<file path="src/rtl/ro_freq_counter.sv">
// ---------------------------------------------------------------------------
// ro_freq_counter
//
// Measures a free-running ring oscillator. The module enables the oscillator,
// waits for it to settle, then counts rising edges of osc_in over a fixed
// window of clk cycles. The result is held until the next request.
//
// Parameters
//   GATE_CYCLES   : measurement window length in clk cycles (>= 1)
//   WARMUP_CYCLES : settle time after enabling the oscillator (>= 3)
//   COUNT_WIDTH   : width of the edge counter
//
// Ports
//   clk       in   sole clock; nothing is clocked by osc_in
//   rst       in   synchronous active-high reset
//   start     in   level-sampled request to begin a measurement
//   abort     in   cancel the measurement in progress
//   osc_in    in   asynchronous ring-oscillator output
//   ro_enable out  oscillator enable, equal to busy
//   busy      out  high in WARMUP and MEASURE
//   done      out  result valid, held until start, abort or rst
//   count     out  rising osc_in edges seen in the window (saturating)
//   overflow  out  sticky flag, counter saturated during the window
//
// Edges are only resolvable while osc_in runs below clk/2; faster inputs
// silently undercount.
// ---------------------------------------------------------------------------
module ro_freq_counter #(
   parameter int GATE_CYCLES   = 1024,
   parameter int WARMUP_CYCLES = 16,
   parameter int COUNT_WIDTH   = 16
) (
   input  logic                   clk,
   input  logic                   rst,
   input  logic                   start,
   input  logic                   abort,
   input  logic                   osc_in,
   output logic                   ro_enable,
   output logic                   busy,
   output logic                   done,
   output logic [COUNT_WIDTH-1:0] count,
   output logic                   overflow
);

   // The phase timer is shared by WARMUP and MEASURE, so it must reach the
   // longer of the two terminal values.
   localparam int TMAX    = (GATE_CYCLES > WARMUP_CYCLES) ? GATE_CYCLES : WARMUP_CYCLES;
   localparam int TIMER_W = (TMAX > 1) ? $clog2(TMAX) : 1;

   typedef enum logic [1:0] {
      IDLE    = 2'd0,
      WARMUP  = 2'd1,
      MEASURE = 2'd2,
      DONE    = 2'd3
   } state_t;

   state_t               state;
   state_t               state_n;
   logic [TIMER_W-1:0]   timer;
   logic [TIMER_W-1:0]   timer_n;
   logic                 cnt_clr;
   logic                 cnt_inc;

   logic                 s1;
   logic                 s2;
   logic                 s3;
   logic                 edge_det;
   logic [COUNT_WIDTH:0] cnt_sat;

   // Saturating increment: MSB of the result flags that the counter was
   // already at full scale, the low bits are the (possibly held) new value.
   function automatic logic [COUNT_WIDTH:0] sat_inc(input logic [COUNT_WIDTH-1:0] v);
      if (&v)
         return {1'b1, v};
      else
         return {1'b0, v + COUNT_WIDTH'(1)};
   endfunction

   assign edge_det  = s2 & ~s3;
   assign cnt_sat   = sat_inc(count);

   assign busy      = (state == WARMUP) || (state == MEASURE);
   assign ro_enable = busy;
   assign done      = (state == DONE);

   // ---- next-state / control ----
   always_comb begin
      state_n = state;
      timer_n = timer + TIMER_W'(1);
      cnt_clr = 1'b0;
      cnt_inc = 1'b0;

      if (abort) begin
         state_n = IDLE;
         timer_n = '0;
         cnt_clr = 1'b1;
      end else begin
         case (state)
            IDLE, DONE: begin
               timer_n = timer;
               if (start) begin
                  state_n = WARMUP;
                  timer_n = '0;
                  cnt_clr = 1'b1;
               end
            end
            WARMUP: begin
               // Synchronizer is flushed here; any edge, including one on
               // the cycle we leave WARMUP, is deliberately dropped.
               if (timer == TIMER_W'(WARMUP_CYCLES - 1)) begin
                  state_n = MEASURE;
                  timer_n = '0;
               end
            end
            MEASURE: begin
               cnt_inc = edge_det;
               if (timer == TIMER_W'(GATE_CYCLES - 1)) begin
                  state_n = DONE;
                  timer_n = '0;
               end
            end
            default: begin
               state_n = IDLE;
               timer_n = '0;
               cnt_clr = 1'b1;
            end
         endcase
      end
   end

   // ---- registered state, synchronizer and counter ----
   always_ff @(posedge clk) begin
      if (rst) begin
         state    <= IDLE;
         timer    <= '0;
         count    <= '0;
         overflow <= 1'b0;
         s1       <= 1'b0;
         s2       <= 1'b0;
         s3       <= 1'b0;
      end else begin
         s1    <= osc_in;
         s2    <= s1;
         s3    <= s2;
         state <= state_n;
         timer <= timer_n;
         if (cnt_clr) begin
            count    <= '0;
            overflow <= 1'b0;
         end else if (cnt_inc) begin
            count    <= cnt_sat[COUNT_WIDTH-1:0];
            overflow <= overflow | cnt_sat[COUNT_WIDTH];
         end
      end
   end

endmodule

</file>
<file path="config.mk">
export PLATFORM = sky130hd
export DESIGN_NAME = ro_freq_counter
export DESIGN_NICKNAME = d
export VERILOG_FILES = /design/src/rtl/ro_freq_counter.sv
export SDC_FILE = /design/constraint.sdc
export NUM_CORES = 1
export LEC_CHECK = 0
export ABC_AREA = 1
export BUFFER_PORTS_ARGS = -buffer_cell sky130_fd_sc_hd__buf_4
export CAP_MARGIN = 15
export CORE_MARGIN = 8
export CORE_UTILIZATION = 24
export CTS_BUF_LIST = sky130_fd_sc_hd__clkbuf_4
export DETAILED_ROUTE_END_ITERATION = 8
export GPL_ROUTABILITY_DRIVEN = 0
export PLACE_DENSITY_LB_ADDON = 0.05
export SETUP_SLACK_MARGIN = 0.3
export SYNTH_ARGS = -nofsm -noshare
export SYNTH_HDL_FRONTEND = slang
export SYNTH_SLANG_ARGS = --single-unit
</file>
<file path="constraint.sdc">
create_clock -name clk -period 2.3 [get_ports clk]
set_input_delay 0 -clock clk [delete_from_list [all_inputs] [get_ports clk]]
set_output_delay 0 -clock clk [all_outputs]
set_load 0.05 [all_outputs]
</file>
; Yosys cells after proc, flatten, opt, wreduce, memory -nomap -nowiden
; Cells that the tools add are included.
; Widths: inputs -> output; s select.
[op_classes]
bitwise = 4
reduce_logical = 8
n_eq_ne = 8
mux = 14
addsub = 2
[ops]
columns = op, count
row1 = $mux 10, 3
row2 = $pmux 10 s3, 1
row3 = $mux 17, 1
row4 = $add 16x1->16 const B, 1
row5 = $reduce_and 16->1, 1
row6 = $add 10x1->10 const B, 1
row7 = $eq 10x10->1 const B, 1
row8 = $eq 10x4->1 const B, 1
row9 = $mux 2, 3
row10 = $pmux 2 s3, 1
row11 = $reduce_or 2->1, 3
row12 = $mux 1, 5
row13 = $eq 2x2->1 const B, 2
row14 = $ne 2x1->1 const B, 2
row15 = $reduce_and 3->1, 1
row16 = $eq 2x1->1 const B, 1
row17 = $logic_not 2->1, 1
row18 = $ne 2x2->1 const B, 1
row19 = $not 1->1, 2
row20 = $reduce_and 2->1, 1
row21 = $and 1x1->1, 1
row22 = $logic_or 1x1->1, 1
row23 = $or 1x1->1, 1
[word_totals]
wordCells = 43
in_bits = 5
reg_bits = 32
output_inout_bits = 20

; Logic depth before layout (Yosys ltp)
; Gate-level depths: netlist of the first run.
[logic_depth]
ltp_word = 5
mapped_depth = 9
ltp_nobuf = 9

; Worst setup path before layout of the first run
; OpenSTA, ideal clock, no wires.
[synth_timing]
kind = reg-to-reg
from = register count[0]
to = register count[2]
required_time_ns = 2.234
slack_ns = 0.338
stages_incl_launch_ff = 9
path_buffers = 1
period_less_slack_ns = 1.962
setup_ns = 0.066
arrival_time_ns = 1.895
cell_sequence = dfxtp_1 -> ha_1 -> nand2_2 -> nor2_4 -> nand2_4 -> o21ai_4 -> buf_6 -> nand2_1 -> a21oi_2
[synth_between]
elab_chain_len = 3
word_cells_on_any_way = 4
classes_between = 1 x add/sub / 1 x bitwise / 2 x reduce/logical
[synth_rtl]
columns = element, line_no
row1 = "start, declared", 41  ; output logic [COUNT_WIDTH-1:0] count,
row2 = "start signal, assigned", 151  ; count <= cnt_sat[COUNT_WIDTH-1:0];
row3 = branches (longest 3 deep; another with $add 16x1->16), --
; Several ways; the timed one is not identified.
; A chain may end at the register's enable or synchronous reset.

; Worst setup path after layout of the first run
[layout_timing]
from = register timer[0]
to = register timer[3]
[layout_between]
elab_chain_len = 3
word_cells_on_any_way = 6
classes_between = 1 x add/sub / 2 x eq/ne / 3 x mux
[layout_rtl]
columns = element, line_no
row1 = "start, declared", 59  ; logic [TIMER_W-1:0] timer;
row2 = "start signal, assigned", 146  ; timer <= timer_n;
row3 = "$add 10x1->10, or another cell as far along", 89  ; timer_n = timer + TIMER_W'(1);
row4 = $mux 10 (on tied branches), "117, 110"
row5 = $pmux 10 s3 *, 98  ; case (state)
; Every way passes the cells marked *; elsewhere a longest branch is shown, timed or not.

==> impl_metrics.tcl, run 1 <==
set metrics [dict create \
    critical_path_arrival_ns 1.94 \
    final.min_clock_period_ns 1.713 \
    finalInstanceArea_um2 2327 \
    sum_of_internal_switching_and_leakage_power_w 0.001011 \
    detailroute.via_count 1822 \
    first_global_vias 1843 \
    hold_viol 0 \
    remaining_drc_errors 0 \
    floorplan.core_area_um2 7727 \
    placement.cell_area_um2 2218 \
    worstSetupPathType "reg -> reg" \
    boundaryPins 25 \
    clock-skew-final_ns 0.006952 \
    final_min_period_over_clock_period_pct 74.49 \
    hold_path_depth 5 \
    globalRouteTotalUtil_pct 9.880 \
    clkSinkCount 32 \
    rsz_0062_raised_after_global_routing "false" \
    tns_ns 0 \
    die-area_um2 11050 \
    share_clk_of_total_power_pct 34.6 \
    clk_transition_reported_paths_ns 0.11 \
    antenna-diode-count 0 \
    layout-drive-gt1-share_pct 17.76 \
    report.final.slew_viol_count 0 \
    synth_top_cell_area_share_pct 33.62 \
    synthesis.yosys.warnings 0 \
    viasPerCell 4.307 \
    post_synth.cell_area_avg_um2 6.710 \
    drt_pass1_iterations 4 \
    sequentialPowerShare_pct 55.6 \
    final_setup_violation_count 0 \
    layout_common_cells "sky130_fd_sc_hd__nand2_1, sky130_fd_sc_hd__nor2_1, sky130_fd_sc_hd__dfxtp_1, sky130_fd_sc_hd__buf_4, sky130_fd_sc_hd__inv_1" \
    drt-wirelength-per-cell_um 12.17 \
    die_h_um 105.1 \
    fmax_mhz 583.7 \
    cts-root-buf "sky130_fd_sc_hd__clkbuf_4" \
    p_sw_share_pct 27.66 \
    clock_path_buffers 2 \
    layout.core_utilization_pct 30.12 \
    initial_antenna_violation_count 0 \
    whs_ns 0.1251 \
    cts_tree "built" \
    postSynthCellCount 284 \
    drt_wl_total_mm 5.148 \
    critical_path_peak_fanout 8 \
    area_growth_pct 22.13 \
    mostFrequentLayoutCell "sky130_fd_sc_hd__nand2_1" \
    min_path_type "in -> reg" \
    worst_skew_pair.late_latency_ns 0.34 \
    fill_cells 865 \
    yosys.area.top_type "sky130_fd_sc_hd__dfxtp_1" \
    detail-route-antenna-nets 0 \
    layout.area.seq_um2 640.6 \
    cp.required_ns 2.53 \
    startpoint_type "flop" \
    p_int_w 0.0007310 \
    power_density_nw_per_um2 434.2 \
    grt_first_pass_wirelength_mm 8.949 \
    ys_ff_latch 32 \
    row_count 32 \
    synth_top_cells_by_area "sky130_fd_sc_hd__dfxtp_1, sky130_fd_sc_hd__nand2_1, sky130_fd_sc_hd__nor2_1" \
    netlist_area_um2 1906 \
    die_w_um 105.1 \
    nets 331 \
    starting_drc_count_in_detailed_routing 28 \
    post_synth_num_cell_types 28 \
    leakagePower_nw 0.8614 \
    grt_max_degree 17 \
    io_buffers 24 \
    endpoint_kind "flop" \
    area_of_combinational_cells_with_multiple_inputs_um2 1127 \
    cts_max_level 2 \
    max_cap_violations 0 \
    post_cts_resized 0 \
    worst_slew_pin_slew_ns 0.3469 \
    hpwl_mm 3.763 \
    globalRoute.totalOverflow 0 \
    synth_seq_area_share_pct 33.62 \
    initial_standard_cell_utilization_of_the_core_pct 24.66 \
    relSlewSlack_pct 76.73 \
    tritoncts.num_buffers 5 \
    p_comb_share_pct 9.8 \
    p_sw_w 0.0002795 \
    vdd_ir_drop_max_mv 0.1526 \
    run_status "completed" \
    ff2ff_path_depth 8 \
    syn-num-nets 295 \
]
-- stage by stage --
step	instances	setup slack (ns)
2_1_floorplan	284	0.3384
3_3_place_gp	409	0.5046
3_5_place_dp	409	0.4602
4_1_cts	420	0.4399
5_1_grt	423	0.3621
6_report	423	0.5868
-- Yosys cell counts --
cell type and n:
sky130_fd_sc_hd__nand2_1 91, sky130_fd_sc_hd__nor2_1 35, sky130_fd_sc_hd__dfxtp_1 32, sky130_fd_sc_hd__inv_1 27
sky130_fd_sc_hd__nand3_1 21, sky130_fd_sc_hd__a21oi_1 17, sky130_fd_sc_hd__a21oi_2 10, sky130_fd_sc_hd__xor2_1 8
sky130_fd_sc_hd__ha_1 6, sky130_fd_sc_hd__nand3b_1 6, sky130_fd_sc_hd__nand4_1 5, sky130_fd_sc_hd__xnor2_1 4
sky130_fd_sc_hd__o21ai_0 3, sky130_fd_sc_hd__buf_2 2, sky130_fd_sc_hd__clkbuf_1 2, sky130_fd_sc_hd__nor2_2 2
sky130_fd_sc_hd__nor2_4 2, sky130_fd_sc_hd__a21o_1 1, sky130_fd_sc_hd__and2_1 1, sky130_fd_sc_hd__buf_4 1
sky130_fd_sc_hd__buf_6 1, sky130_fd_sc_hd__clkinv_1 1, sky130_fd_sc_hd__nand2_2 1, sky130_fd_sc_hd__nand2_4 1
sky130_fd_sc_hd__nor3_1 1, sky130_fd_sc_hd__o2111ai_1 1, sky130_fd_sc_hd__o21ai_1 1, sky130_fd_sc_hd__o21ai_4 1
-- layout make-up --
type                    instances  share of cell area [%]
multi-input cells             218                   48.44
clock buffers                   7                   2.258
well taps                     102                   5.484
flip-flops and latches         32                   27.53
clock inverters                 1                  0.1613
repair buffers                 35                   11.61
inverters                      28                   4.516
-- cell families after synthesis --
kind of cell | count (synthesis) | synth area share, %
XOR/XNOR | 12 | 5.515
AND/OR/NAND/NOR | 166 | 37.69
AO/OA/AOI/OAI | 34 | 11.82
buffers and inverters | 34 | 7.420
flip-flops | 32 | 33.62
adder cells (fa/ha/maj) | 6 | 3.939
-- final timing paths --
kind	start	to	slack, ns
min reg2reg	s1$_SDFF_PP0_	s2$_SDFF_PP0_	0.41
min	start	timer[7]$_SDFFE_PP0P_	0.13
max	timer[0]$_SDFFE_PP0P_	timer[3]$_SDFFE_PP0P_	0.59
max reg2reg	timer[0]$_SDFFE_PP0P_	timer[3]$_SDFFE_PP0P_	0.59
-- repair_timing --
action	CTS	global route
buffers inserted	0	3
hold endpoints to repair	5	0
hold buffers	3	0
endpoints found under the setup margin	0	13
-- critical path, stage by stage, from the launching register on --
cell and delay, ns:
sky130_fd_sc_hd__dfxtp_1 0.46, sky130_fd_sc_hd__ha_1 0.24, sky130_fd_sc_hd__nand3_1 0.15, sky130_fd_sc_hd__nor2_1 0.13, sky130_fd_sc_hd__nand2_1 0.06, sky130_fd_sc_hd__nand2_1 0.12
sky130_fd_sc_hd__nand2_1 0.22, sky130_fd_sc_hd__nand3b_1 0.16, sky130_fd_sc_hd__a21oi_1 0.06
-- routing by layer --
layer	wire, um	GRT usage [%]	up-vias
met5	0	0	-
met2	2459	17.01	22
li1	-	-	974
met1	2477	11.54	821
met4	48	3.568	0
met3	163	2.518	5
-- registers in the layout, summed over array words and instances, names as in the netlist --
signal / count
count: 16
timer: 10
state: 2
overflow: 1
s1: 1
s2: 1
s3: 1
-- power by group through the flow --
stage | sequential, W | combinational (W) | clock, W
finish | 0.000562 | 0.0000989 | 0.000350
detailed placement | 0.000574 | 0.0000976 | 0
floorplan | 0.000574 | 0.0000624 | 0
CTS | 0.000562 | 0.000102 | 0.000374
global placement | 0.000575 | 0.0000992 | 0
global route | 0.000563 | 0.000110 | 0.000399
Note: power is estimated with default switching activity, not from simulation.
==> run 2: changes to the inputs <==
- clock period: 2.3 -> 1.7 ns (I/O delays scaled with it)
==> impl_metrics.tcl, run 2 (synthesis gave the netlist of run 1 again) <==
set metrics [dict create \
    whs_ns 0.08131 \
    global_route.peak_usage_layer "met2" \
    cts_tree "built" \
    endpoint_kind "flop" \
    grt.met3_usage_pct 2.580 \
    row_count 32 \
    ff2ff_path_depth 9 \
    min_path_type "in -> reg" \
    grt_first_pass_wirelength_mm 9.446 \
    vdd_ir_drop_max_mv 0.4134 \
    layout-drive-gt1-share_pct 44.10 \
    die_h_um 105.1 \
    remaining_drc_errors 0 \
    drt_pass1_iterations 4 \
    final_min_period_over_clock_period_pct 83.02 \
    hold-path-endpoint "state[0]$_SDFFE_PP0P_" \
    die-area_um2 11050 \
    starting_drc_count_in_detailed_routing 64 \
    finalInstanceArea_um2 2993 \
    nets 366 \
    run_status "completed" \
    clkSinkCount 32 \
    drt_wl_total_mm 5.879 \
    crit_cells 9 \
    power_density_nw_per_um2 516.2 \
    crit_path_frequent_cell "sky130_fd_sc_hd__nor2_4" \
    worst-path-buf-inv 1 \
    worstReg2RegStart "count[1]$_SDFFE_PP0P_" \
    tritoncts.num_buffers 5 \
    hpwl_mm 4.190 \
    io_buffers 24 \
    critPathLaunch "count[1]$_SDFFE_PP0P_" \
    relSlewSlack_pct 78.41 \
    hp-start "abort" \
    grt.met1_usage_pct 14.66 \
    area_growth_pct 57.06 \
    rsz_0062_raised_after_global_routing "true" \
    worstSetupPathType "reg -> reg" \
    initial_antenna_violation_count 0 \
    drt-wirelength-per-cell_um 12.84 \
    layout.core_utilization_pct 38.73 \
    hold_path_depth 5 \
    report.final.slew_viol_count 0 \
    startpoint_type "flop" \
    critical_path.reg2reg.endpoint "count[4]$_SDFFE_PP0P_" \
    tns_ns 0 \
    detail-route-antenna-nets 0 \
    worst_skew_pair.late_latency_ns 0.33 \
    clk_transition_reported_paths_ns 0.11 \
    grt_max_degree 17 \
    cp.required_ns 1.94 \
    placement.cell_area_um2 2394 \
    leakagePower_nw 1.223 \
    first_global_vias 1858 \
    viasPerCell 4.310 \
    critical_path_arrival_ns 1.65 \
    critical_path_peak_fanout 8 \
    largest_register_ffs 16 \
    fmax_mhz 708.6 \
    top_regs "count (16), timer (10), state (2)" \
    timing.critical_path.slowest_stage_cell "sky130_fd_sc_hd__dfxtp_4" \
    crit_path_cell_trace "ha_4 > nand2_4 > nor2_4 > nand2_4 > nor2_4 > nor2_4 > clkbuf_16 > nand2_1 > a21oi_2" \
    globalRoute.totalOverflow 0 \
    worst_slew_pin_slew_ns 0.3218 \
    antenna-diode-count 0 \
    detailroute.via_count 1974 \
    globalRouteTotalUtil_pct 10.43 \
    cts_max_level 2 \
    floorplan.core_area_um2 7727 \
    critical_path.top_delay_family "simple AND/OR/NAND/NOR gates" \
    grt_util_met2_pct 15.20 \
    die_w_um 105.1 \
    mostFrequentLayoutCell "sky130_fd_sc_hd__nand2_1" \
    worst_path_largest_cell_delay_ns 0.38 \
    clock_path_buffers 2 \
    cts-root-buf "sky130_fd_sc_hd__clkbuf_4" \
    max_cap_violations 0 \
    layout_common_cells "sky130_fd_sc_hd__nand2_1, sky130_fd_sc_hd__buf_4, sky130_fd_sc_hd__inv_1" \
    initial_standard_cell_utilization_of_the_core_pct 24.66 \
    regToRegSetupSlack_ns 0.29 \
    boundaryPins 25 \
    hold_viol 0 \
    final.min_clock_period_ns 1.411 \
    final_setup_violation_count 0 \
    max_flop_register "count" \
    clock-skew-final_ns 0.004323 \
]
## run 2: cell types whose count changed in the layout (fill, tap and decap cells not counted), moves of 4 or more
cell                      previous run  this run
sky130_fd_sc_hd__buf_8               0         4
sky130_fd_sc_hd__nand2_2             1         7
sky130_fd_sc_hd__dfxtp_4             0        11
sky130_fd_sc_hd__dfxtp_2             0        14
sky130_fd_sc_hd__nor2_4              2        10
sky130_fd_sc_hd__nor2_2              2         6
sky130_fd_sc_hd__buf_4              32        56
sky130_fd_sc_hd__nor2_1             35        23
sky130_fd_sc_hd__dfxtp_1            32         7
sky130_fd_sc_hd__nand2_1            91        76
sky130_fd_sc_hd__nand2_4             1        10
sky130_fd_sc_hd__buf_6               0         6
sky130_fd_sc_hd__ha_1                6         2
## run 2: routing by layer
| layer | wire length (um) | share of wire (%) |
|---|---|---|
| met2 | 2463 | 42 |
| met3 | 172 | 2.9 |
| met4 | 38 | 0.65 |
| met5 | 0 | 0 |
| met1 | 3205 | 55 |
## run 2: tightest hold or removal path, delay by kind of cell
kind | cells | cell delay [ns]
and+or+nand+nor | 3 | 0.15
buffers and inverters | 2 | 0.23
## run 2: how the worst max path moves through the flow
| stage | to | slack [ns] |
|---|---|---|
| after floorplan | count[2]$_SDFFE_PP0P_ | 0.18 |
| after global placement | count[9]$_SDFFE_PP0P_ | 0.18 |
| after detailed placement | count[9]$_SDFFE_PP0P_ | 0.19 |
| after CTS | count[8]$_SDFFE_PP0P_ | 0.28 |
| after global routing | state[0]$_SDFFE_PP0P_ | 0.16 |
| final | count[4]$_SDFFE_PP0P_ | 0.29 |
## run 2: report_power, final
group / total, W / switching (W) / internal [W]
Combinational: 0.000210 / 0.000114 / 0.0000954
Clock: 0.000593 / 0.000293 / 0.000300
Sequential: 0.000742 / 0.00000405 / 0.000738
## run 2: stage by stage
step / power [W] / setup slack (ns) / cells
after detailed placement: 0.0009182 / 0.1868 / 422
after CTS: 0.001563 / 0.2791 / 444
after global routing: 0.001627 / 0.1593 / 458
final: 0.001545 / 0.2887 / 458
after global placement: 0.0009184 / 0.1843 / 422
after floorplan: 0.0008603 / 0.1774 / 284
## run 2: timing repair
action / CTS / global route
buffers inserted: 12 / 13
pin swaps: 8 / 15
resized for setup: 26 / 59
gates cloned: 0 / 1
hold endpoints to repair: 3 / 0
hold buffers: 2 / 0
setup endpoints to repair: 31 / 30
## run 2: area by class of cell
type	instances	area, um2
Fill cell	826	4735
Multi-Input combinational cell	218	1373
Sequential cell	32	699.4
Timing Repair Buffer	70	613.1
Tap cell	102	127.6
Inverter	28	105.1
Clock buffer	5	37.54
Clock inverter	3	37.54
==> run 3: changes to the inputs <==
- clock period: 1.7 -> 1.2 ns (I/O delays scaled with it)
==> impl_metrics.tcl, run 3 (synthesis gave the netlist of run 1 again) <==
set metrics [dict create \
    run_status "finished with violations" \
    violations "negative setup slack" \
    row_count 32 \
    max_cap_violations 0 \
    regToRegSetupSlack_ns -0.17 \
    worstSetupPathType "reg -> reg" \
    critical_path_peak_fanout 6 \
    p_int_w 0.001452 \
    final_setup_violation_count 31 \
    grt_first_pass_wirelength_mm 10.54 \
    globalRouteTotalUtil_pct 11.73 \
    mostFrequentLayoutCell "sky130_fd_sc_hd__nand2_1" \
    grt_max_degree 17 \
    p_sw_share_pct 29.40 \
    worstReg2RegStart "count[1]$_SDFFE_PP0P_" \
    die_h_um 105.1 \
    endpoint_kind "flop" \
    relSlewSlack_pct 73.29 \
    fill_cells 780 \
    critical_path_arrival_ns 1.63 \
    instance_count_after_placement_with_tap_cells_included 471 \
    max_flop_register "count" \
    boundaryPins 25 \
    postLayoutSetupSlackWorst_ns -0.1671 \
    power_density_nw_per_um2 565.6 \
    io_buffers 24 \
    largest_register_ffs 16 \
    remaining_drc_errors 0 \
    nets 406 \
    hold-path-endpoint "state[0]$_SDFFE_PP0P_" \
    ff2ff_path_depth 8 \
    worst_skew_pair.late_latency_ns 0.33 \
    report.final.slew_viol_count 0 \
    layout-drive-gt1-share_pct 57.22 \
    p_comb_share_pct 19.9 \
    fmax_mhz 731.5 \
    startpoint_type "flop" \
    detail-route-antenna-nets 0 \
    vdd_ir_drop_max_mv 0.3009 \
    hpwl_mm 4.526 \
    critical_path.reg2reg.endpoint "count[10]$_SDFFE_PP0P_" \
    layout_common_cells "sky130_fd_sc_hd__nand2_1, sky130_fd_sc_hd__buf_4, sky130_fd_sc_hd__buf_6" \
    clkSinkCount 32 \
    cts_tree "built" \
    sum_of_internal_switching_and_leakage_power_w 0.002056 \
    drt_pass1_iterations 4 \
    clock_path_buffers 2 \
    die_w_um 105.1 \
    cts-root-buf "sky130_fd_sc_hd__clkbuf_4" \
    top_regs "count (16), timer (10), state (2)" \
    rsz_0062_raised_after_global_routing "true" \
    whs_ns 0.05460 \
    globalRoute.totalOverflow 0 \
    clock-skew-final_ns 0.005645 \
    share_clk_of_total_power_pct 29.0 \
    first_global_vias 2117 \
    final_cells 497 \
    drt-wirelength-per-cell_um 12.67 \
    cp.required_ns 1.47 \
    initial_standard_cell_utilization_of_the_core_pct 24.66 \
    detailroute.via_count 2153 \
    hold_path_depth 5 \
    tritoncts.num_buffers 5 \
    worst_slew_pin_slew_ns 0.3982 \
    p_sw_w 0.0006046 \
    final_min_period_over_clock_period_pct 113.9 \
    clk_transition_reported_paths_ns 0.11 \
    final.min_clock_period_ns 1.367 \
    sequentialPowerShare_pct 51.1 \
    finalInstanceArea_um2 3636 \
    placement.cell_area_um2 2875 \
    min_path_type "in -> reg" \
    area_growth_pct 90.81 \
    cts_max_level 2 \
    antenna-diode-count 0 \
    leakagePower_nw 1.450 \
    floorplan.core_area_um2 7727 \
    drt_wl_total_mm 6.295 \
    viasPerCell 4.332 \
    initial_antenna_violation_count 0 \
    die-area_um2 11050 \
    hold_viol 0 \
    starting_drc_count_in_detailed_routing 55 \
    hp-start "rst" \
]
run 3: cell types whose count changed in the layout (fill, tap and decap cells not counted), sizes merged:
cell    change
buf        +41
bufinv      -1
clkbuf      -1
run 3: through the flow:
stage,util (%),TNS [ns],setup slack [ns]
6_report,47.05,-4.043,-0.1671
5_1_grt,47.05,-6.392,-0.2626
4_1_cts,44.11,-4.506,-0.1840
3_5_place_dp,37.21,-4.327,-0.1914
3_3_place_gp,37.21,-4.132,-0.1940
2_1_floorplan,-,-4.733,-0.3226
run 3: worst max-delay path, cell delays in order (launching register included):
cell and delay, ns:
sky130_fd_sc_hd__dfxtp_4 0.38, sky130_fd_sc_hd__ha_4 0.14, sky130_fd_sc_hd__nand2_4 0.05, sky130_fd_sc_hd__nor2_4 0.10, sky130_fd_sc_hd__nand2_4 0.08, sky130_fd_sc_hd__o21ai_4 0.21, sky130_fd_sc_hd__buf_12 0.16, sky130_fd_sc_hd__nand2_1 0.06
sky130_fd_sc_hd__a21oi_2 0.11
run 3: power groups by stage:
stage	clock (W)	combinational [W]	sequential [W]
global placement	0	0.000271	0.00108
global route	0.000679	0.000435	0.00105
finish	0.000596	0.000410	0.00105
floorplan	0	0.000189	0.00109
CTS	0.000631	0.000389	0.00106
detailed placement	0	0.000268	0.00108
run 3: worst max path at each step:
stage,startpoint,to,cells after the start
after global placement,state[0]$_SDFFE_PP0P_,count[1]$_SDFFE_PP0P_,8
final,count[1]$_SDFFE_PP0P_,count[10]$_SDFFE_PP0P_,8
after global routing,count[1]$_SDFFE_PP0P_,count[10]$_SDFFE_PP0P_,8
after floorplan,count[0]$_SDFFE_PP0P_,count[2]$_SDFFE_PP0P_,8
after detailed placement,timer[0]$_SDFFE_PP0P_,timer[4]$_SDFFE_PP0P_,8
after CTS,count[0]$_SDFFE_PP0P_,count[4]$_SDFFE_PP0P_,8
run 3: layout make-up:
type | count | area (um2) | share of cell area [%]
Multi-Input combinational cell | 218 | 1495 | 41.12
Tap cell | 102 | 127.6 | 3.510
Inverter | 28 | 110.1 | 3.028
Timing Repair Buffer | 110 | 1156 | 31.80
Sequential cell | 32 | 701.9 | 19.30
Clock buffer | 5 | 37.54 | 1.032
Clock inverter | 2 | 7.507 | 0.2065
run 3: routing by layer:
metal	wire (um)	vias to the layer above	GRT usage (%)
li1	-	1135	-
met1	3291	990	16.46
met2	2714	23	17.19
met3	226	5	3.071
met4	62	0	3.058
met5	0	-	0
run 3: what timing repair did:
action,in CTS,in global routing
resized for setup,96,54
setup endpoints to repair,48,49
gates cloned,1,0
hold buffers,2,0
setup buffers,11,5
pin swaps,18,22
hold endpoints to repair,3,0
